File: src/rtl/alu_pkg.sv
// rtl/alu_pkg.sv - shared ALU opcodes, sequencer state encoding and default widths
// Purpose: common definitions for the ALU sharing controller and its arbiter.
// Ports: none (package).
package alu_pkg;

  localparam int WIDTH_DEF = 32;
  localparam int OPW_DEF   = 3;

  localparam logic [2:0] ALU_ADD = 3'b000;
  localparam logic [2:0] ALU_SUB = 3'b001;
  localparam logic [2:0] ALU_AND = 3'b010;
  localparam logic [2:0] ALU_OR  = 3'b011;
  localparam logic [2:0] ALU_SLT = 3'b101;

  typedef enum logic [1:0] {
    IDLE = 2'd0,
    EXEC = 2'd1,
    RESP = 2'd2
  } state_t;

endpackage

File: src/rtl/alu_share_ctrl_rr_arb2.sv
// rtl/alu_share_ctrl_rr_arb2.sv - two-way round-robin arbiter with its priority pointer
// Purpose: picks which requester owns the ALU when both ask at once.
// Ports:
//   clk, rst       clock, async active-high reset (pointer back to port 0)
//   valid0/valid1  request pending on port 0 / port 1
//   advance        an acceptance happened this cycle; flip priority
//   grant          winning port index (meaningful only when any is high)
//   any            at least one request pending
module rr_arb2 (
  input  logic clk,
  input  logic rst,
  input  logic valid0,
  input  logic valid1,
  input  logic advance,
  output logic grant,
  output logic any
);

  logic ptr;

  // Pointer moves only on acceptance so idle cycles never steal a turn.
  always_ff @(posedge clk or posedge rst) begin
    if (rst) begin
      ptr <= 1'b0;
    end else if (advance) begin
      ptr <= ~ptr;
    end
  end

  // A lone requester wins outright; the pointer only breaks ties.
  assign grant = (valid0 && valid1) ? ptr : valid1;
  assign any   = valid0 | valid1;

endmodule

File: src/rtl/alu_share_ctrl.sv
// rtl/alu_share_ctrl.sv - sequences one shared combinational ALU between two requesters
// Purpose: accepts one op at a time, registers operands onto the ALU, captures the
// result one cycle later and returns it with a zero flag to the requester that won.
// Optional feature macro: ALU_SHARE_STATS_EN adds stats_clr and per-port grant counters.
// Ports:
//   clk, rst                     clock, async active-high reset
//   reqN_valid/ready             request handshake, N = 0 (execute) / 1 (address/debug)
//   reqN_a, reqN_b, reqN_op      operands and ALU select
//   rspN_valid/ready             response handshake
//   rspN_result, rspN_zero       registered result and result==0 flag
//   alu_a, alu_b, alu_sel        registered operands/select to the ALU
//   alu_out                      ALU result
//   stats_clr                    (stats build) synchronous counter clear
//   grant0_cnt, grant1_cnt       (stats build) saturating acceptance counts
module alu_share_ctrl
  import alu_pkg::*;
#(
  parameter int WIDTH  = WIDTH_DEF,
  parameter int OPW    = OPW_DEF,
  parameter int STAT_W = 16
) (
  input  logic             clk,
  input  logic             rst,
  input  logic             req0_valid,
  output logic             req0_ready,
  input  logic [WIDTH-1:0] req0_a,
  input  logic [WIDTH-1:0] req0_b,
  input  logic [OPW-1:0]   req0_op,
  input  logic             req1_valid,
  output logic             req1_ready,
  input  logic [WIDTH-1:0] req1_a,
  input  logic [WIDTH-1:0] req1_b,
  input  logic [OPW-1:0]   req1_op,
  output logic             rsp0_valid,
  input  logic             rsp0_ready,
  output logic [WIDTH-1:0] rsp0_result,
  output logic             rsp0_zero,
  output logic             rsp1_valid,
  input  logic             rsp1_ready,
  output logic [WIDTH-1:0] rsp1_result,
  output logic             rsp1_zero,
  output logic [WIDTH-1:0] alu_a,
  output logic [WIDTH-1:0] alu_b,
  output logic [OPW-1:0]   alu_sel,
  input  logic [WIDTH-1:0] alu_out
`ifdef ALU_SHARE_STATS_EN
  ,
  input  logic              stats_clr,
  output logic [STAT_W-1:0] grant0_cnt,
  output logic [STAT_W-1:0] grant1_cnt
`endif
);

  state_t           state, state_nxt;
  logic             grant, any_valid, accept;
  logic [WIDTH-1:0] a_q, b_q, result_q;
  logic [OPW-1:0]   op_q;
  logic             owner_q, zero_q;

  rr_arb2 u_arb (
    .clk    (clk),
    .rst    (rst),
    .valid0 (req0_valid),
    .valid1 (req1_valid),
    .advance(accept),
    .grant  (grant),
    .any    (any_valid)
  );

  assign accept = (state == IDLE) && any_valid;

  always_ff @(posedge clk or posedge rst) begin
    if (rst) begin
      state <= IDLE;
    end else begin
      state <= state_nxt;
    end
  end

  always_comb begin
    state_nxt = state;
    case (state)
      IDLE:    if (accept) state_nxt = EXEC;
      EXEC:    state_nxt = RESP;
      RESP:    if (owner_q ? rsp1_ready : rsp0_ready) state_nxt = IDLE;
      default: state_nxt = IDLE;
    endcase
  end

  // Ready is masked by rst because IDLE is also the reset state and a pending
  // valid would otherwise show ready while reset is still asserted.
  always_comb begin
    req0_ready = 1'b0;
    req1_ready = 1'b0;
    rsp0_valid = 1'b0;
    rsp1_valid = 1'b0;
    if (!rst && accept) begin
      req0_ready = ~grant;
      req1_ready = grant;
    end
    if (state == RESP) begin
      rsp0_valid = ~owner_q;
      rsp1_valid = owner_q;
    end
  end

  // alu_out only ever lands in a flop, keeping every output off the ALU path.
  always_ff @(posedge clk or posedge rst) begin
    if (rst) begin
      a_q      <= '0;
      b_q      <= '0;
      op_q     <= '0;
      owner_q  <= 1'b0;
      result_q <= '0;
      zero_q   <= 1'b0;
    end else begin
      if (accept) begin
        a_q     <= grant ? req1_a : req0_a;
        b_q     <= grant ? req1_b : req0_b;
        op_q    <= grant ? req1_op : req0_op;
        owner_q <= grant;
      end
      if (state == EXEC) begin
        result_q <= alu_out;
        zero_q   <= (alu_out == '0);
      end
    end
  end

  assign alu_a       = a_q;
  assign alu_b       = b_q;
  assign alu_sel     = op_q;
  assign rsp0_result = result_q;
  assign rsp1_result = result_q;
  assign rsp0_zero   = zero_q;
  assign rsp1_zero   = zero_q;

`ifdef ALU_SHARE_STATS_EN
  always_ff @(posedge clk or posedge rst) begin
    if (rst) begin
      grant0_cnt <= '0;
      grant1_cnt <= '0;
    end else if (stats_clr) begin
      grant0_cnt <= '0;
      grant1_cnt <= '0;
    end else begin
      if (accept && !grant && (grant0_cnt != '1)) grant0_cnt <= grant0_cnt + 1'b1;
      if (accept && grant && (grant1_cnt != '1)) grant1_cnt <= grant1_cnt + 1'b1;
    end
  end
`else
  localparam int unused_stat_w = STAT_W;
`endif

endmodule

File: config.mk
export PLATFORM = sky130hd
export DESIGN_NAME = alu_share_ctrl
export DESIGN_NICKNAME = d
export VERILOG_FILES = /design/src/rtl/alu_pkg.sv /design/src/rtl/alu_share_ctrl_rr_arb2.sv /design/src/rtl/alu_share_ctrl.sv
export SDC_FILE = /design/constraint.sdc
export NUM_CORES = 1
export LEC_CHECK = 0
export CAP_MARGIN = 20
export CELL_PAD_IN_SITES_DETAIL_PLACEMENT = 2
export CELL_PAD_IN_SITES_GLOBAL_PLACEMENT = 2
export CORE_MARGIN = 1
export CORE_UTILIZATION = 20
export CTS_BUF_LIST = sky130_fd_sc_hd__clkbuf_8
export CTS_CLUSTER_DIAMETER = 200
export DETAILED_ROUTE_END_ITERATION = 10
export GPL_TIMING_DRIVEN = 0
export PLACE_DENSITY = 0.81
export SLEW_MARGIN = 20
export SYNTH_ARGS = -nofsm -noshare
export SYNTH_HDL_FRONTEND = slang
export SYNTH_SLANG_ARGS = --single-unit
File: constraint.sdc
create_clock -name clk -period 4.45 [get_ports clk]
set_clock_uncertainty 0.15 [all_clocks]
set_input_delay 0.89 -clock clk [delete_from_list [all_inputs] [get_ports clk]]
set_output_delay 0.89 -clock clk [all_outputs]
set_load 0.05 [all_outputs]
==> impl_metrics.py, run 1 <==
metrics = {
    "floorplan": {
        "row_count": 58,
        "total_die_area_um2": 26700,
        "core_area_um2": 25400,
        "start_util_pct": 20.5,
        "dieHeight_um": 163,
        "die-width_um": 163,
        "io_pins": 309,
    },
    "critical_path": {
        "worst-setup-path-type": "in -> out",
        "r2r_slack_ns": 2.40,
        "timing.critical_path.slowest_cell_delay_ns": 0.70,
        "setup.worst_path.end_class": "output pin",
        "worst_ep_arrival_time_ns": 3.09,
        "cpMostUsedCell": "sky130_fd_sc_hd__clkdlybuf4s50_1",
        "cp_cell_sequence": "clkdlybuf4s50_1 > clkinvlp_4 > and2_1 > clkdlybuf4s50_1",
        "worst_path_dominant_cell_family": "buffers and inverters",
        "worstPathBufferInverterCount": 3,
        "critical_path_fanouts_max": 29,
        "required_ns": 3.41,
        "timing.critical_path.from_type": "input pin",
        "critical_path_s_slowest_cell": "sky130_fd_sc_hd__clkdlybuf4s50_1",
    },
    "synthesis": {
        "synth.lib_cells_used.distinct": 27,
        "synth_instances": 489,
        "synth_largest_type_area_fraction_pct": 49.9,
        "synthesized_area_um2": 5220,
        "synth_sequential_area_ratio_pct": 49.9,
        "ys_top_cells_by_area": "sky130_fd_sc_hd__dfrtp_1 50%, sky130_fd_sc_hd__o211ai_1 7.2%, sky130_fd_sc_hd__mux2_2 7.1%, sky130_fd_sc_hd__a31oi_1 6.0%, sky130_fd_sc_hd__buf_4 5.5%",
        "avgSynthCellArea_um2": 10.7,
        "synthesis.nets": 661,
        "synth_top_area_cell": "sky130_fd_sc_hd__dfrtp_1",
        "ys_warn_count": 0,
        "ys_ff_latch": 104,
    },
    "timing": {
        "finalWorstPathRequiredPeriod_ns": 4.13,
        "period_utilization_post_route_pct": 92.9,
        "timing_max_transition_violations_final": 0,
        "timing.max_slew.rel_slack_pct": 51.1,
        "final-setup-viol-count": 0,
        "timing.setup.tns_ns": 0,
        "worst_slack_ns": 0.315,
        "max_freq_mhz": 242,
        "unrepaired_setup_endpoints_after_global_routing": "false",
        "report.final.hold_viol_count": 0,
        "worstMarginPinSlew_ns": 0.731,
    },
    "pwr": {
        "share_of_power_burned_in_combinational_logic_pct": 69.2,
        "power_per_cell_area_nw_per_um2": 871,
        "switchingPower_mw": 4.21,
        "seq_power_share_pct": 22.7,
        "sw_frac_of_total_pct": 53.7,
        "intPower_mw": 3.62,
        "irDropWorstVdd_uv": 509,
        "pleak_nw": 3.38,
        "clockPowerShare_pct": 8.1,
    },
    "hold_path": {
        "worstHoldPathType": "reg -> reg",
    },
    "job": {
        "cap_violations": 0,
    },
    "cts": {
        "worstSkewPairLatency_ns": 0.39,
        "cts_hold_buffers": 0,
        "clock_sink_count": 104,
        "htreeDepth": 3,
        "tritoncts.num_buffers": 9,
        "root_buffer": "sky130_fd_sc_hd__clkbuf_8",
        "path_clk_slew_ns": 0.10,
        "clock_path_buffers": 2,
        "cts_tree": "built",
    },
    "drt": {
        "first_iter_violations": 156,
        "wl_um": 25900,
        "drt_first_pass_iters": 6,
        "detail_route.vias_per_cell": 4.71,
        "detail_route.wl_per_cell_um": 22.6,
        "remaining_antenna_violation_count_after_routing": 0,
        "drcViolationCount": 0,
        "count_of_vias_placed_by_the_detailed_router": 5409,
    },
    "global_routing": {
        "global_route_wire_length_before_repair_um": 38000,
        "maximum_number_of_pins_on_one_net_before_global_route_repair": 31,
        "globalRouteTotalUtil_pct": 19.3,
        "globalRoute.totalOverflow": 0,
        "antenna_found_initial": 1,
        "first_global_vias": 6242,
    },
    "final_layout": {
        "number_of_standard_cells_in_the_layout_taps_in_and_fillers_out": 1149,
        "final_area_um2": 8990,
        "share_of_cells_above_drive_strength_1_pct": 14.5,
        "layout.nets": 986,
        "syn2layout_area_growth_pct": 72.4,
    },
    "outcome": {
        "outcome": "finished clean",
    },
    "placed_design": {
        "place_area_um2": 8770,
        "placement.setup.worst_slack_ns": -0.359,
        "hpwl_um": 20200,
        "place_inst": 1129,
        "routabilityCongestion": 0.763,
        "buffer_ports.inserted": 307,
    },
}
[tightest hold or removal path, delay by kind of cell, from the launching register on]
family	cells	cell delay (ns)
DFF	1	0.35
AOI/OAI and AO/OA	2	0.16
[registers in the layout, summed over array words and instances (netlist names)]
name         cells
rsp0_zero        1
alu_b           32
u_arb.ptr        1
alu_sel          3
rsp0_result     32
owner_q          1
alu_a           32
state            2
[final timing paths]
check                                   to  cells past startpoint  startpoint
max                             req1_ready                      4         rst
max reg2reg                       alu_b[0]                      5    state[0]
min reg2reg                      alu_a[28]                      2   alu_a[28]
max in group asynchronous        alu_a[25]                      4         rst
min                              alu_a[28]                      2   alu_a[28]
min in group asynchronous  rsp0_result[23]                      2         rst
[cell families after synthesis]
kind of cell	Yosys count	share of synthesized area, %
AO/OA/AOI/OAI	238	29.4
flip-flops	104	49.9
XOR/XNOR	1	0.168
buffers and inverters	91	10.6
AND/OR/NAND/NOR	22	2.83
multiplexers	33	7.12
[cell type report]
class                   instances  area, um^2
repair buffers                314        3160
plain buffers                  86         533
fillers                      2799       16400
flip-flops and latches        104        2600
clock buffers                   9         124
inverters                       5        22.5
multi-input cells             294        2060
diodes                          1        2.50
clock inverters                 6        70.1
well taps                     330         413
[per-layer routing]
metal | share of wire, % | track usage (%) | wire length (um)
met5 | 0 | 0 | 0
met4 | 2.4 | 6.14 | 620
met3 | 8.0 | 5.76 | 2070
met2 | 52 | 35.8 | 13500
met1 | 38 | 20.7 | 9720
[Yosys cell counts, drive strengths merged]
master   count
buf         57
a21oi       50
a2111oi      1
nor2         3
and2         2
xnor2        1
mux2        33
nor4         9
dfrtp      104
o211ai      50
a221o       17
inv          5
nor2b        1
o21ai       51
a21boi      17
a21o         1
nand2        2
nand4        2
nand2b       2
a31oi       50
o31ai        1
clkbuf      29
or2          1
[power groups by stage]
stage	combinational, mW	sequential (mW)	clock (mW)
after global placement	5.35	1.77	0
after CTS	5.47	1.78	0.666
after detailed placement	5.46	1.80	0
after floorplan	1.92	3.30	0
final	5.42	1.78	0.637
after global routing	5.69	1.83	0.691
[layout by cell type (no fill, tap or decap), types with 3 or more instances in the layout]
| cell | n |
|---|---|
| sky130_fd_sc_hd__dfrtp_1 | 104 |
| sky130_fd_sc_hd__inv_2 | 3 |
| sky130_fd_sc_hd__clkbuf_1 | 29 |
| sky130_fd_sc_hd__clkinvlp_4 | 4 |
| sky130_fd_sc_hd__a221o_1 | 17 |
| sky130_fd_sc_hd__mux2_2 | 33 |
| sky130_fd_sc_hd__nor4_1 | 8 |
| sky130_fd_sc_hd__clkdlybuf4s50_1 | 306 |
| sky130_fd_sc_hd__nor2_1 | 3 |
| sky130_fd_sc_hd__clkbuf_8 | 9 |
| sky130_fd_sc_hd__buf_12 | 3 |
| sky130_fd_sc_hd__o21ai_0 | 51 |
| sky130_fd_sc_hd__buf_4 | 42 |
| sky130_fd_sc_hd__buf_2 | 12 |
| sky130_fd_sc_hd__o211ai_1 | 50 |
| sky130_fd_sc_hd__buf_6 | 7 |
| sky130_fd_sc_hd__a21boi_0 | 17 |
| sky130_fd_sc_hd__a31oi_1 | 50 |
| sky130_fd_sc_hd__a21oi_1 | 50 |
[per-stage QoR]
| stage | hold slack (ns) | total power [mW] | utilization (%) |
|---|---|---|---|
| 4_1_cts | 0.411 | 7.92 | 35.3 |
| 2_1_floorplan | 0.353 | 5.22 | - |
| 3_3_place_gp | 0.364 | 7.12 | 34.3 |
| 6_report | 0.402 | 7.83 | 35.4 |
| 5_1_grt | 0.435 | 8.21 | 35.4 |
| 3_5_place_dp | 0.387 | 7.26 | 34.5 |
[what timing repair did]
item / 4_1_cts / 5_1_grt
endpoints found under the setup margin: 2 / 1
endpoints found under the hold margin: 0 / 0
pin swaps: 2 / 1
resized for setup: 1 / 0
buffers inserted: 1 / 3
Power figures use the tool's default switching activity.
==> run 2: changes to the inputs <==
--- a/config.mk
+++ b/config.mk
@@ -14,6 +14,7 @@
 export CTS_CLUSTER_DIAMETER = 200
 export DETAILED_ROUTE_END_ITERATION = 10
 export GPL_TIMING_DRIVEN = 0
+export HOLD_SLACK_MARGIN = 0.06
 export PLACE_DENSITY = 0.81
 export SLEW_MARGIN = 20
 export SYNTH_ARGS = -nofsm -noshare
==> results of run 2 <==
Final layout, timing and power as in run 1 (identical DEF).
